### src/rtl/vga_controller.sv
// 640x480 @ 60 Hz VGA timing generator and pixel output stage.
// x/y come straight from the counters; sync and colour are registered one clock later.
module vga_controller #(
    parameter int unsigned H_VISIBLE = 640,
    parameter int unsigned H_FRONT   = 16,
    parameter int unsigned H_SYNC    = 96,
    parameter int unsigned H_BACK    = 48,
    parameter int unsigned V_VISIBLE = 480,
    parameter int unsigned V_FRONT   = 10,
    parameter int unsigned V_SYNC    = 2,
    parameter int unsigned V_BACK    = 33,
    parameter bit          SYNC_POL  = 1'b0
) (
    input  logic       clk,
    input  logic       reset,
    output logic [9:0] x,
    output logic [9:0] y,
    input  logic [3:0] red,
    input  logic [3:0] green,
    input  logic [3:0] blue,
    output logic       hsync,
    output logic       vsync,
    output logic [3:0] vga_red,
    output logic [3:0] vga_green,
    output logic [3:0] vga_blue
);

    localparam int unsigned H_TOTAL = H_VISIBLE + H_FRONT + H_SYNC + H_BACK;
    localparam int unsigned V_TOTAL = V_VISIBLE + V_FRONT + V_SYNC + V_BACK;

    // Sized copies of the timing constants so every compare is 10 bits wide.
    localparam logic [9:0] H_LAST     = 10'(H_TOTAL - 1);
    localparam logic [9:0] V_LAST     = 10'(V_TOTAL - 1);
    localparam logic [9:0] H_VIS      = 10'(H_VISIBLE);
    localparam logic [9:0] V_VIS      = 10'(V_VISIBLE);
    localparam logic [9:0] H_SYNC_BEG = 10'(H_VISIBLE + H_FRONT);
    localparam logic [9:0] H_SYNC_END = 10'(H_VISIBLE + H_FRONT + H_SYNC);
    localparam logic [9:0] V_SYNC_BEG = 10'(V_VISIBLE + V_FRONT);
    localparam logic [9:0] V_SYNC_END = 10'(V_VISIBLE + V_FRONT + V_SYNC);

    logic active;
    logic in_hwin;
    logic in_vwin;

    always_ff @(posedge clk) begin
        if (reset) begin
            x <= '0;
            y <= '0;
        end else if (x == H_LAST) begin
            x <= '0;
            y <= (y == V_LAST) ? 10'd0 : y + 10'd1;
        end else begin
            x <= x + 10'd1;
        end
    end

    always_comb begin
        active  = (x < H_VIS) && (y < V_VIS);
        in_hwin = (x >= H_SYNC_BEG) && (x < H_SYNC_END);
        in_vwin = (y >= V_SYNC_BEG) && (y < V_SYNC_END);
    end

    // Colour is sampled on the same edge as the x/y it was computed from,
    // so sync and colour leave together one clock behind the counters.
    always_ff @(posedge clk) begin
        if (reset) begin
            hsync     <= ~SYNC_POL;
            vsync     <= ~SYNC_POL;
            vga_red   <= 4'h0;
            vga_green <= 4'h0;
            vga_blue  <= 4'h0;
        end else begin
            hsync     <= in_hwin ? SYNC_POL : ~SYNC_POL;
            vsync     <= in_vwin ? SYNC_POL : ~SYNC_POL;
            vga_red   <= active ? red   : 4'h0;
            vga_green <= active ? green : 4'h0;
            vga_blue  <= active ? blue  : 4'h0;
        end
    end

endmodule

### config.mk
export PLATFORM = sky130hd
export DESIGN_NAME = vga_controller
export DESIGN_NICKNAME = d
export VERILOG_FILES = /design/src/rtl/vga_controller.sv
export SDC_FILE = /design/constraint.sdc
export NUM_CORES = 1
export LEC_CHECK = 0
export ABC_AREA = 0
export CELL_PAD_IN_SITES_DETAIL_PLACEMENT = 0
export CELL_PAD_IN_SITES_GLOBAL_PLACEMENT = 2
export CORE_MARGIN = 2
export CORE_UTILIZATION = 28
export CTS_BUF_LIST = sky130_fd_sc_hd__clkbuf_16
export CTS_CLUSTER_DIAMETER = 30
export DETAILED_ROUTE_END_ITERATION = 7
export GPL_ROUTABILITY_DRIVEN = 0
export PLACE_DENSITY_LB_ADDON = 0.1
export SETUP_SLACK_MARGIN = 0.15
export SYNTH_ARGS = -nofsm -noshare
export SYNTH_HDL_FRONTEND = slang
export SYNTH_SLANG_ARGS = --single-unit
### constraint.sdc
create_clock -name clk -period 4.1 [get_ports clk]
set_input_delay 0.82 -clock clk [delete_from_list [all_inputs] [get_ports clk]]
set_output_delay 0.82 -clock clk [all_outputs]
set_load 0.02 [all_outputs]
==> After elaboration in Yosys (flattened, before gate mapping) <==
Cells that the tools add are included.
{ "classes": {"reduce_logical": 5, "magnitude_cmp": 6, "eq_ne": 2, "bitwise": 1, "muxes": 3, "addsub": 2} }
{ "ops": {"columns": ["op", "count"], "rows": [
  ["10-bit by 1-bit adder with 10-bit output (second input constant)", 2],
  ["10-bit equality test (second input constant)", 2],
  ["10-bit less-than comparator (second input constant)", 2],
  ["10-bit by 9-bit less-than comparator with 1-bit output (second input constant)", 2],
  ["10-bit greater-or-equal comparator (second input constant)", 1],
  ["10-bit by 9-bit greater-or-equal comparator with 1-bit output (second input constant)", 1],
  ["10-bit 2-to-1 mux", 1],
  ["2-bit OR reduction", 2],
  ["1-bit logical AND", 3],
  ["1-bit 2-to-1 mux", 2],
  ["1-bit inverter", 1]
]} }
{ "word_totals": {"ff_bits": 34, "word_cells": 26, "inputBits": 14, "output_inout_bits": 34} }

==> Longest topological paths before layout <==
Gate-level depths: netlist (run 1).
{ "depth": {"depth_word": 4, "ltp_mapped": 7, "mapped_depth_nobuf": 6} }

==> Worst setup path after synthesis (run 1) <==
Ideal clock, no wire load.
{ "synth_timing": {"path_kind": "reg-to-reg", "from": "register x[0]", "to": "register y[7]", "path_stages_with_launch": 7, "period_less_slack_ps": 1885, "n_path_buf": 1, "slack_ps": 2215, "arrival_ps": 1814, "setup_ps": 71, "required_ps": 4029, "path_cell_list": "dfxtp_1 ha_1 and4_4 nand4b_2 buf_6 or4_1 a21oi_1"} }
{ "synth_between": {"elab_chain_len": 1} }
{ "synth_rtl": {"columns": ["item", "line_no", "source"], "rows": [
  ["start, declared", "16", "output logic [9:0] x,"],
  ["start signal, assigned", "53", "x <= x + 10'd1;"],
  ["10-bit equality test", "49", "end else if (x == H_LAST) begin"],
  ["end signal, assigned", "51", "y <= (y == V_LAST) ? 10'd0 : y + 10'd1;"],
  ["end, declared", "17", "output logic [9:0] y,"]
]} }
No other way between the ends.
A chain may end at the register's enable or synchronous reset.

==> Worst setup path in the final report (run 1) <==
{ "layout_timing": {"from": "register y[2]", "to": "output port y[2]"} }
No word-level cell between the ends.

==> qor.csv, run 1 <==
stage;metric;value;unit
outcome;status;complete, no violations;
sta;Slew Viols, Final;0;
layout;final net count;211;
layout;antenna fix cells;0;
setup_path;path type of the worst setup path;flip-flop to primary output;
clock_tree;Max clock buf depth;2;
logic_synthesis;synthesized area;1370;sq um
setup_path;Crit. Startpoint;y[2];
logic_synthesis;Yosys reg bits;34;
logic_synthesis;cells after synthesis;143;
grt;number of global-route vias before repair;1112;
setup_path;Buf/Inv on CP;1;
die;Vert. Die Dim;73.9;microns
min_path;hold_sp;x[0];
setup_path;Crit Path Max Fanout;10;
layout;Layout Utilization;0.442;
sta;RSZ-0062 raised after global routing;false;
logic_synthesis;Post-synth EDFFs;0;
clock_tree;Clk Latency, worst-skew pair;0.28;ns
die;Die Width;73.9;microns
layout;FF/Latch Area;681;sq um
clock_tree;H-tree levels;2;
placed_design;IO buf count;47;
setup_path;Critical Path AT;1.43;ns
sta;setup tns final;0;ns
power_and_ir_drop;P_leak;0.000788;uW
setup_path;r2r setup slk;1.90;ns
setup_path;RR Startpoint;x[0];
logic_synthesis;top-area cell type share of the netlist area;0.498;
layout;synth-to-layout area growth;52.6;%
clock_tree;post-CTS sizing;0;
die;I/O Pins;48;
drt;antenna-violating nets left;0;
setup_path;CP top delay family;buffers and inverters;
drt;final wirelength;3.20;mm
grt;initial antenna violation count;0;
logic_synthesis;asr flop ratio synth;0;
logic_synthesis;top_reg_cell synth;dfxtp_1;
clock_tree;clock buffer count from CTS;5;
logic_synthesis;sequential-to-total area share from yosys stat;0.498;
setup_path;CP peak stage delay;0.66;ns
layout;filler cell count;461;
drt;DR WL/cell;12.2;microns
clock_tree;Sink Count;34;
grt;largest net degree at the start of global routing;21;
die;Die ar.;5460;sq um
logic_synthesis;Commonest cells post-synth;dfxtp_1 (34), and2_1 (12), nor2_1 (11);
logic_synthesis;Syn Area/Cell;9.56;sq um
sta;final setup violation count;0;
power_and_ir_drop;maximum vdd drop;221;uV
logic_synthesis;Synthesis Warnings;0;
clock_tree;clk slew on worst S/H paths;0.05;ns
power_and_ir_drop;PwrDens;429;nW/um^2
sta;Fin Clk Skew;0.00182;ns
grt;first-pass GRT wire length;5.04;mm
grt;Tot GR Track Use;0.124;
clock_tree;hold-fix buffers at CTS;0;
setup_path;Worst setup SP type;flip-flop;
logic_synthesis;Synth area leaders;dfxtp_1 (50%), and2_1 (5.5%), xor2_1 (3.8%), ha_1 (3.7%), nor2_1 (3.0%);
layout;multi-input logic area;644;sq um
die;Core Region;4720;sq um
clock_tree;CTS tree;yes;
sta;Final min period;2.25;ns
die;site row count;25;
min_path;Worst Hold Class;flip-flop to flip-flop;
sta;worst slew pin tran;0.616;ns
placed_design;post-detail-place hpwl;2.36;mm
sta;FMAX;445;MHz
setup_path;CP cell instances;clkdlybuf4s50_1;
setup_path;Worst path slowest cell;clkdlybuf4s50_1;
drt;initial DRC count;39;
logic_synthesis;most instantiated library cell after synthesis;dfxtp_1;
drt;routed via count;1184;
grt;GRT overflow;0;
setup_path;required time worst endpoint;3.28;ns
drt;DR vias/cell;4.54;
drt;Initial DRT Pass Iterations;4;
die;Initial Util;0.290;
setup_path;Worst Setup End Kind;primary output;
clock_tree;Root Driver;clkbuf_16;
logic_synthesis;syn_nets;161;
job;Max Cap Viol;0;
logic_synthesis;Cell variety after synth;34;
sta;max_slew headroom;0.586;
clock_tree;buffer count from post-CTS setup fixing;0;
sta;endpoints failing hold;0;
sta;Tcrit/Tclk final;0.548;
layout;layout cell share with drive strength beyond 1;0.0515;
drt;drc violations;0;
logic_synthesis;cell taking the most area after synthesis;dfxtp_1;
==> power by group <==
part	internal, uW	leakage, uW	total [uW]	switching (uW)
clock network	346	0.0000915	481	136
registers	341	0.000278	350	8.82
logic	35.8	0.000419	63.5	27.7
total	723	0.000788	895	172
==> worst paths after layout <==
check             endpoint  depth (start not counted)
hold / removal        x[0]                          1
setup / recovery      y[2]                          1
setup reg to reg      y[1]                          5
hold reg to reg       x[0]                          1
==> cell usage in the layout (no fill, tap or decap), types with 2 or more instances in the layout <==
| master | Yosys | layout |
|---|---|---|
| and3_1 | 5 | 5 |
| o31ai_1 | 3 | 3 |
| nand3_1 | 8 | 8 |
| nand2b_1 | 2 | 2 |
| nand4_1 | 4 | 4 |
| clkbuf_16 | 0 | 5 |
| inv_1 | 5 | 5 |
| nor2_1 | 11 | 11 |
| or3_1 | 5 | 5 |
| clkdlybuf4s50_1 | 0 | 47 |
| xnor2_1 | 3 | 3 |
| ha_1 | 4 | 4 |
| dfxtp_1 | 34 | 34 |
| and2_1 | 12 | 12 |
| nand2_1 | 7 | 7 |
| nor2b_1 | 2 | 2 |
| or4_1 | 2 | 2 |
| bufinv_16 | 0 | 2 |
| o21ai_0 | 6 | 6 |
| xor2_1 | 6 | 6 |
| nor4bb_1 | 2 | 2 |
| a21oi_1 | 6 | 6 |
==> final cells by class <==
type / count / area share
Inverter: 5 / 0.00899
Sequential cell: 34 / 0.326
Tap cell: 67 / 0.0402
Clock inverter: 3 / 0.0306
Multi-Input combinational cell: 100 / 0.309
Timing Repair Buffer: 47 / 0.225
Clock buffer: 5 / 0.0600
==> through the flow <==
stage | setup WS (ns) | power [uW] | instances | hold WS, ns | cell area (sq um)
2_1_floorplan | 2.21 | 385 | 143 | 0.512 | 1370
3_3_place_gp | 1.92 | 421 | 253 | 0.463 | 1900
3_5_place_dp | 1.88 | 422 | 253 | 0.476 | 1900
4_1_cts | 1.84 | 905 | 261 | 0.490 | 2090
5_1_grt | 1.70 | 922 | 261 | 0.521 | 2090
6_report | 1.85 | 895 | 261 | 0.486 | 2090
==> kinds of logic after synthesis <==
family,Yosys count,share of synthesized area
simple gates,67,0.287
flops,34,0.498
compound gates,19,0.0823
xor+xnor,9,0.0576
buf+inv,9,0.0311
fa+ha+maj,4,0.0366
mux,1,0.00732
==> layer usage <==
layer / up-vias / share of wire / track usage
met5: - / 0 / 0
met4: 0 / 0.019 / 0.0606
met3: 6 / 0.041 / 0.0466
met2: 21 / 0.49 / 0.192
met1: 558 / 0.45 / 0.151
li1: 599 / - / -
==> state kept, by name, summed over array words and instances, names as in the netlist <==
name and cells:
x 10, hsync 1, y 10, vga_blue 4, vsync 1, vga_green 4
vga_red 4
(Power assumes the default switching activity.)
==> run 2, diff against run 1 <==
CORE_UTILIZATION = 26   (was 28)
clock period = 2.32 ns   (was 4.1 ns; I/O delays follow)
==> run 2 against run 1 <==
Count of clock-buffer cells in the layout stayed put. Clock power grew 51%. Sequential share of layout area unchanged. Non-clock buffer count is 3 higher. Combinational power grew 80%.
==> qor.csv, run 2 (synthesized netlist as in run 1, its figures left out) <==
stage;metric;value;unit;change
grt;Tot GR Track Use;0.116;;was 0.124
setup_path;Crit Path Max Fanout;12;;was 10
job;Max Cap Viol;0;;unchanged
clock_tree;Sink Count;34;;unchanged
clock_tree;buffer count from post-CTS setup fixing;0;;unchanged
die;Core Region;5110;sq um;was 4720 sq um
layout;Layout Utilization;0.409;;was 0.442
setup_path;required time worst endpoint;2.53;ns;was 3.28 ns
grt;largest net degree at the start of global routing;13;;was 21
sta;Tcrit/Tclk final;0.823;;
drt;antenna-violating nets left;0;;unchanged
die;Die Width;76.5;microns;was 73.9 microns
grt;number of global-route vias before repair;1180;;was 1,112
layout;most common cell after layout, fill and taps aside;clkdlybuf4s50_1;;unchanged
setup_path;Worst setup SP type;flip-flop;;unchanged
min_path;Worst Hold Class;flip-flop to flip-flop;;unchanged
layout;top flop regs;x x10, y x10;;unchanged
clock_tree;Clk Latency, worst-skew pair;0.27;ns;was 0.28 ns
drt;drc violations;0;;unchanged
setup_path;Worst Setup End Kind;flip-flop;;was primary output
power_and_ir_drop;sw power;291;uW;was 172 uW
sta;RSZ-0062 raised after global routing;false;;unchanged
layout;synth-to-layout area growth;52.6;%;unchanged
layout;antenna fix cells;0;;unchanged
setup_path;capture point of the worst path;y[4];;was y[2]
layout;post-route cell area;2090;sq um;unchanged
sta;Final min period;1.91;ns;
power_and_ir_drop;Seq pwr share;0.425;;was 0.391
layout;layout cell share with drive strength beyond 1;0.0609;;was 0.0515
setup_path;Reg2Reg Depth;6;;was 5
clock_tree;H-tree levels;2;;unchanged
power_and_ir_drop;switching fraction of total power;0.200;;was 0.192
setup_path;r2r setup slk;0.41;ns;was 1.90 ns
power_and_ir_drop;combinational power share;0.078;;was 0.071
power_and_ir_drop;P_leak;0.000798;uW;was 0.000788 uW
drt;initial DRC count;26;;was 39
power_and_ir_drop;Clock power frac;0.497;;was 0.538
drt;routed via count;1188;;was 1,184
drt;DR WL/cell;12.2;microns;about the same
layout;final net count;214;;was 211
die;I/O Pins;48;;unchanged
placed_design;post-detail-place hpwl;2.42;mm;was 2.36 mm
grt;initial antenna violation count;0;;unchanged
drt;Initial DRT Pass Iterations;4;;unchanged
sta;Slew Viols, Final;0;;unchanged
sta;Fin Clk Skew;0.00306;ns;was 0.00182 ns
die;Vert. Die Dim;76.5;microns;was 73.9 microns
setup_path;Worst R2R End;y[4];;was y[1]
die;Die ar.;5860;sq um;was 5460 sq um
setup_path;Crit. Startpoint;x[0];;was y[2]
layout;most frequent cells in the layout;clkdlybuf4s50_1 (47), dfxtp_1 (34), and2_1 (12);;unchanged
clock_tree;Root Driver;clkbuf_16;;unchanged
sta;worst slew pin tran;0.340;ns;was 0.616 ns
sta;Hold Slack;0.476;ns;was 0.486 ns
setup_path;path type of the worst setup path;flip-flop to flip-flop;;was flip-flop to primary output
clock_tree;hold-fix buffers at CTS;0;;unchanged
clock_tree;post-CTS sizing;0;;unchanged
sta;setup tns final;0;ns;unchanged
drt;final wirelength;3.26;mm;was 3.20 mm
layout;Final Non-Filler Cells;267;;was 261
grt;GRT overflow;0;;unchanged
die;site row count;26;;was 25
grt;first-pass GRT wire length;5.40;mm;was 5.04 mm
power_and_ir_drop;P_int;1170;uW;was 723 uW
placed_design;placed insts;259;;was 253
clock_tree;CTS tree;yes;;unchanged
clock_tree;clock buffer count from CTS;5;;unchanged
drt;DR vias/cell;4.45;;was 4.54
setup_path;RR Startpoint;x[0];;unchanged
power_and_ir_drop;PwrDens;698;nW/um^2;was 429 nW/um^2
clock_tree;clk slew on worst S/H paths;0.05;ns;about the same
sta;final setup violation count;0;;unchanged
placed_design;placed instance area;1920;sq um;was 1900 sq um
power_and_ir_drop;maximum vdd drop;317;uV;was 221 uV
die;Initial Util;0.268;;was 0.290
setup_path;Critical Path AT;2.11;ns;was 1.43 ns
sta;endpoints failing hold;0;;unchanged
clock_tree;Max clock buf depth;2;;unchanged
layout;filler cell count;535;;was 461
sta;max_slew headroom;0.771;;was 0.586
placed_design;IO buf count;47;;unchanged
sta;FMAX;524;MHz;
outcome;status;complete, no violations;;unchanged
==> run 2: cell type report <==
| class | count | area [sq um] | area share |
|---|---|---|---|
| Tap cell | 70 | 87.6 | 0.0420 |
| Inverter | 5 | 18.8 | 0.00899 |
| Clock inverter | 3 | 37.5 | 0.0180 |
| Sequential cell | 34 | 681 | 0.326 |
| Timing Repair Buffer | 50 | 493 | 0.236 |
| Multi-Input combinational cell | 100 | 644 | 0.309 |
| Clock buffer | 5 | 125 | 0.0600 |
==> run 2: layer usage <==
metal,wire length [microns],up-vias,global-route usage
li1,-,605,-
met1,1460,550,0.131
met2,1600,29,0.198
met3,155,4,0.0391
met4,40,0,0.0545
met5,0,-,0
==> run 2: worst min-delay path by stage <==
stage               slack (ns)    end  cells after the start  startpoint
global placement          0.46   x[0]                      1        x[0]
global route              0.51  vsync                      1        y[8]
floorplan                 0.51  vsync                      1        y[8]
CTS                       0.48  vsync                      1        y[8]
finish                    0.48  vsync                      1        y[8]
detailed placement        0.47  vsync                      1        y[8]
==> run 2: metrics by stage <==
stage               power [uW]  setup WS (ns)
finish                    1460          0.410
global route              1510          0.253
CTS                       1490          0.394
detailed placement         748          0.416
global placement           747          0.459
floorplan                  680          0.435
==> run 2: worst max-delay path, cell delays in order (launching register included) <==
cell      delay (ns)
dfxtp_1         0.40
ha_1            0.23
and4_4          0.26
nand4b_2        0.21
buf_4           0.25
or3_1           0.36
a21oi_1         0.14
==> run 2: power by group through the flow <==
| stage | logic (uW) | registers [uW] | clock network, uW |
|---|---|---|---|
| 6_report | 114 | 619 | 724 |
| 5_1_grt | 122 | 622 | 767 |
| 4_1_cts | 117 | 619 | 749 |
| 3_5_place_dp | 117 | 631 | 0 |
| 3_3_place_gp | 116 | 631 | 0 |
| 2_1_floorplan | 32.3 | 648 | 0 |
